`config.mk`:
```
export PLATFORM = sky130hd
export DESIGN_NAME = instr_sequencer
export DESIGN_NICKNAME = d
export VERILOG_FILES = /design/src/rtl/instr_sequencer.sv
export SDC_FILE = /design/constraint.sdc
export NUM_CORES = 1
export LEC_CHECK = 0
export BUFFER_PORTS_ARGS = -buffer_cell sky130_fd_sc_hd__buf_2
export CAP_MARGIN = 10
export CORE_ASPECT_RATIO = 0.75
export CORE_MARGIN = 1.5
export CORE_UTILIZATION = 60
export DETAILED_ROUTE_END_ITERATION = 8
export PLACE_DENSITY = 0.75
export SKIP_LAST_GASP = 1
export SLEW_MARGIN = 15
export SYNTH_ARGS = -nofsm -noshare
export SYNTH_HDL_FRONTEND = slang
export SYNTH_SLANG_ARGS = --single-unit
```
`constraint.sdc`:
```
create_clock -name CLK -period 4.95 [get_ports CLK]
set_clock_uncertainty 0.1 [all_clocks]
set_input_delay 0.495 -clock CLK [delete_from_list [all_inputs] [get_ports CLK]]
set_output_delay 0.495 -clock CLK [all_outputs]
set_load 0.05 [all_outputs]
```
`src/rtl/instr_sequencer.sv`:
```
// Instruction fetch/decode sequencer driving reg_file_alu from a small program memory.
// Optional macro INSTR_SEQ_BRANCH_EN enables BEQZ/JMP; when it is undefined they decode as NOPs.
module instr_sequencer #(
  parameter int ADDR_W = 5
) (
  input  logic              CLK,
  input  logic              RST,
  input  logic              start,
  input  logic              prog_we,
  input  logic [ADDR_W-1:0] prog_addr,
  input  logic [25:0]       prog_data,
  input  logic              Zero,
  output logic [3:0]        RA1,
  output logic [3:0]        RA2,
  output logic [3:0]        WA,
  output logic [7:0]        immediate,
  output logic              write_enable,
  output logic              ALUSrc,
  output logic [1:0]        ALUControl,
  output logic [ADDR_W-1:0] pc,
  output logic              busy,
  output logic              halted
);

  typedef enum logic [1:0] {
    IDLE   = 2'd0,
    RUN    = 2'd1,
    HALTED = 2'd2
  } state_t;

  localparam logic [1:0] CLS_ALU  = 2'd0;
  localparam logic [1:0] CLS_BEQZ = 2'd1;
  localparam logic [1:0] CLS_JMP  = 2'd2;
  localparam logic [1:0] CLS_HALT = 2'd3;

  state_t            state_reg;
  logic [ADDR_W-1:0] pc_reg;
  logic [ADDR_W-1:0] pc_inc;
  logic [ADDR_W-1:0] pc_next;
  logic [25:0]       prog_mem [2**ADDR_W];
  logic [25:0]       instr;
  logic [1:0]        cls;
  logic              run;

  assign run    = (state_reg == RUN);
  assign instr  = prog_mem[pc_reg];
  assign cls    = instr[25:24];
  assign pc_inc = pc_reg + ADDR_W'(1);

  // Loading is locked out while the program executes; contents survive reset.
  always_ff @(posedge CLK) begin
    if (!RST && prog_we && !run) begin
      prog_mem[prog_addr] <= prog_data;
    end
  end

`ifdef INSTR_SEQ_BRANCH_EN
  always_comb begin
    pc_next = pc_inc;
    case (cls)
      CLS_BEQZ: if (Zero) pc_next = instr[ADDR_W-1:0];
      CLS_JMP:  pc_next = instr[ADDR_W-1:0];
      default:  ;
    endcase
  end
`else
  logic unused_zero;
  assign unused_zero = Zero;
  assign pc_next     = pc_inc;
`endif

  always_ff @(posedge CLK) begin
    if (RST) begin
      state_reg <= IDLE;
      pc_reg    <= '0;
    end else begin
      case (state_reg)
        IDLE, HALTED: begin
          if (start) begin
            state_reg <= RUN;
            pc_reg    <= '0;
          end
        end
        RUN: begin
          if (cls == CLS_HALT) begin
            state_reg <= HALTED;
          end else begin
            pc_reg <= pc_next;
          end
        end
        default: begin
          state_reg <= IDLE;
          pc_reg    <= '0;
        end
      endcase
    end
  end

  // Decode is a pure function of the fetched word; everything is quiet outside RUN.
  always_comb begin
    RA1          = '0;
    RA2          = '0;
    WA           = '0;
    immediate    = '0;
    write_enable = 1'b0;
    ALUSrc       = 1'b0;
    ALUControl   = '0;
    if (run) begin
      ALUControl   = instr[23:22];
      ALUSrc       = instr[21];
      write_enable = instr[20] && (cls == CLS_ALU);
      WA           = instr[19:16];
      RA1          = instr[15:12];
      RA2          = instr[11:8];
      immediate    = instr[7:0];
    end
  end

  assign pc     = pc_reg;
  assign busy   = run;
  assign halted = (state_reg == HALTED);

endmodule

```
==> results summary <==
The net switching fraction of the power is 20.2%. The all-layer global routing usage came out at 27.6%. The first detailed-routing pass ran for 5 iterations.

The initial detailed-routing violation count came out at 1981. The number of nets in the final layout is 1504. Setup repair after global routing left no endpoint under its margin. The run finished with clean final reports. Summing all multi-input logic gate instances after layout gives 7020 sq um. The internal portion of total power came out at 11300 uW. The largest fanout on the critical path is 45. The leakage power of the design is 0.0109 uW. After floorplanning, the core was sized to cover 53100 sq um.

The critical path data required time came out at 4360 ps. Measured against the total synthesized area, the mux share comes to 18.6%. Max-cap violations in this run came to 0. By instance count, the cell type seen most on the critical path is sky130_fd_sc_hd__mux4_2. The share of synthesized cell area in full adder, half adder and majority cells is 0.0387%. The residual DRC count is 0. The synthesized design contains 832 enable-type register cells. The post-CTS setup buffer count came out at 0. The post-synthesis net count came out at 1385. Together, buffers and inverters on the worst path number 2. IR analysis of the VDD net gives a maximum drop of 0.327 mV. The post-synthesis async set-or-reset flop share is 0%. The number of buffers on the longest clock path is 3. The worst hold path belongs to the class in -> reg. The overall die area is 55300 sq um.

The combinational power share is 3.9%. The placed wire-length estimate after detailed placement is 39.1 mm. The distinct cell type count after synthesis came out at 40. TritonCTS built the clock tree. The tree is rooted in a sky130_fd_sc_hd__clkbuf_16. The net switching power came out at 2850 uW. The share of the synthesized netlist area taken by xor and xnor gates is 0%. The count of final hold-check violations is 0. The count of hold-fix buffers inserted at cts is 0.

Walking the worst path, the cells encountered are buf_4 > mux4_2 > mux4_2 > mux2i_1 > nor2_1 > buf_2. The overall die height is 204 um. The cell count after synthesis came out at 1348.

The final critical path takes up 90.6% of the cycle. The worst slew margin relative to its limit came out at 15.0%. Summed over all instances, the cell type with the most area after synthesis is sky130_fd_sc_hd__edfxtp_1. The Yosys step of the flow raised 0 warnings. The clock power share is 40.2%. The H-tree depth came out at 3. After synthesis, the largest family of logic cells by area is multiplexers. The relative contribution of sequential cells to total power came out at 55.9%. The highest attainable clock frequency came out at 223 MHz.

The register with the most flip-flops in the layout has 832 of them. The clock period minus final worst setup slack is 4490 ps. The initial antenna violation count came out at 5.

The initialized floorplan defines 73 standard-cell rows. The proportion of netlist area held by the largest area contributor came out at 77.3%. In the routed layout, each cell is associated on average with a via count of 6.80. At the later pin of the worst-skew pair, clock insertion delay measures 610 ps. The aggregate negative setup slack is 0 ps. Dividing the detail-routed wire length by the instance count gives 33.0 um. The number of gates resized after cts came out at 0.

Dividing the synthesized area by the synthesized cell count gives 24.0 sq um. The total vias in the final route is 15200. The sequential element share of the synthesized area came out at 78.0%. Compared with the post-synthesis result, the final layout area differs by 12.3%. The cell family contributing the most delay on the critical path is multiplexers.

The number of nets with antenna violations after routing is 0. The wire length of the first global-routing pass is 106 mm. The clock sink count is 844.

For the pin with the worst max-slew slack, the measured transition is 1270 ps. Clock-pin slew was measured on the worst setup and hold paths at 60 ps. The I/O pin count is 67. The routability congestion estimate is 0.796. Entering global routing, the biggest net connects 57 pins. The slowest stage of the critical path belongs to the cell sky130_fd_sc_hd__dfxtp_4. The summed instance area of the synthesized netlist came out at 32300 sq um. The synthesized netlist devotes 0.654% of its cell area to compound gates. The overall routed net length came out at 73.9 mm. The via count of the first global-routing pass came out at 15100.

STA classifies the critical path startpoint as a register. The arrival time at the worst endpoint came out at 3890 ps. The synthesized netlist devotes 1.67% of its cell area to simple gates. The smallest hold slack came out at 59.5 ps. STA classifies the critical path endpoint as an output pin. Setup violations remaining at the end of the flow were counted as 0. The total power per unit cell area is 389 nW/um^2. The floorplan die width is 271 um. The total area of sequential cells is 25200 sq um. The number of buffers created by CTS came out at 77.

The starting density of the core is 60.9%. The critical setup path kind is reg -> out. The filler cells instantiated in the layout total 3118. The largest single stage delay on the critical path is 960 ps. After synthesis, the cell types taking the most area are sky130_fd_sc_hd__edfxtp_1, sky130_fd_sc_hd__mux4_2, sky130_fd_sc_hd__mux2i_1, sky130_fd_sc_hd__dfxtp_1, sky130_fd_sc_hd__nor2_1. The max-slew violation count came to 0. The post-synthesis register bit count is 844. The total congestion overflow is 0. The share of final-layout standard cells stronger than drive strength 1 is 33.2%. The number of buffers added on ports is 65. The leading register cell type out of synthesis is sky130_fd_sc_hd__edfxtp_1.
## worst reg2reg max path, cell delays in order (launching register included)
cell and delay (ps):
sky130_fd_sc_hd__dfxtp_1 350, sky130_fd_sc_hd__nand2b_2 120, sky130_fd_sc_hd__buf_4 420, sky130_fd_sc_hd__nand3b_1 290, sky130_fd_sc_hd__inv_1 120, sky130_fd_sc_hd__nand3_1 630, sky130_fd_sc_hd__nor2_4 1100, sky130_fd_sc_hd__buf_4 340
## stage by stage
step | setup slack, ps | instances | total power [uW] | area, sq um | utilization (%)
floorplan | 1360 | 1348 | 8390 | 32300 | -
CTS | 418 | 2233 | 14200 | 36200 | 68.3
finish | 463 | 2236 | 14100 | 36300 | 68.4
detailed placement | 1090 | 2098 | 8600 | 33900 | 63.8
global placement | 1090 | 2098 | 8580 | 33900 | 63.8
global route | 216 | 2235 | 14500 | 36300 | 68.4
## routing by layer
layer	GRT usage, %	vias to the layer above	routed length (um)
met5	0	-	23
li1	-	6031	-
met3	8.53	100	8950
met2	40.5	944	33600
met4	5.47	4	1240
met1	41.9	8132	30000
## cell type report
type                       instances  share of cell area, %
sequential                       844                   69.6
tap                              712                   2.45
inverter                           3                 0.0310
antenna                            1                0.00690
clock inverter                    37                  0.765
multi-input combinational        433                   19.3
timing repair buffer             108                   2.10
clock buffer                      98                   5.76
## cells by family after synthesis
| kind of cell | count (synthesis) |
|---|---|
| multiplexers | 290 |
| AO/OA/AOI/OAI | 29 |
| buffers and inverters | 71 |
| adder cells (fa/ha/maj) | 1 |
| AND/OR/NAND/NOR | 113 |
| flip-flops | 844 |
## layout by cell type (no fill, tap or decap), drive strengths merged, types with 3 or more instances in the layout
cell type and n:
mux4 248, clkinv 30, nand2 10, nor2b 3, edfxtp 832, nor2 64
dfxtp 12, nor4 3, o21ai 3, nand3 10, bufinv 4, inv 4
o211ai 4, nand2b 3, clkbuf 98, nand3b 4, a22oi 10, buf 108
a21oi 6, nand4 3, mux2i 40
## cells in the mapped netlist (all sizes together) (4+ instances only)
cell,count
a21oi,6
a22oi,10
buf,42
clkbuf,26
dfxtp,12
edfxtp,832
mux2i,40
mux4,248
nand2,10
nand3,10
nand3b,4
nor2,64
o211ai,4
## path summary, 6_finish.rpt
kind              slack [ps]              end  cells past startpoint    startpoint
setup / recovery         460            WA[2]                      6      register
hold / removal            60     state_reg[0]                      2           RST
setup reg to reg        1190  prog_mem[3][14]                      7  state_reg[1]
hold reg to reg          440     state_reg[1]                      2  state_reg[1]
## power groups by stage
stage / logic (uW) / registers (uW) / clock network (uW)
2_1_floorplan: 349 / 8040 / 0
3_3_place_gp: 529 / 8050 / 0
3_5_place_dp: 545 / 8050 / 0
4_1_cts: 549 / 7900 / 5740
5_1_grt: 583 / 7900 / 6010
6_report: 547 / 7900 / 5690
Note: power is estimated with default switching activity, not from simulation.
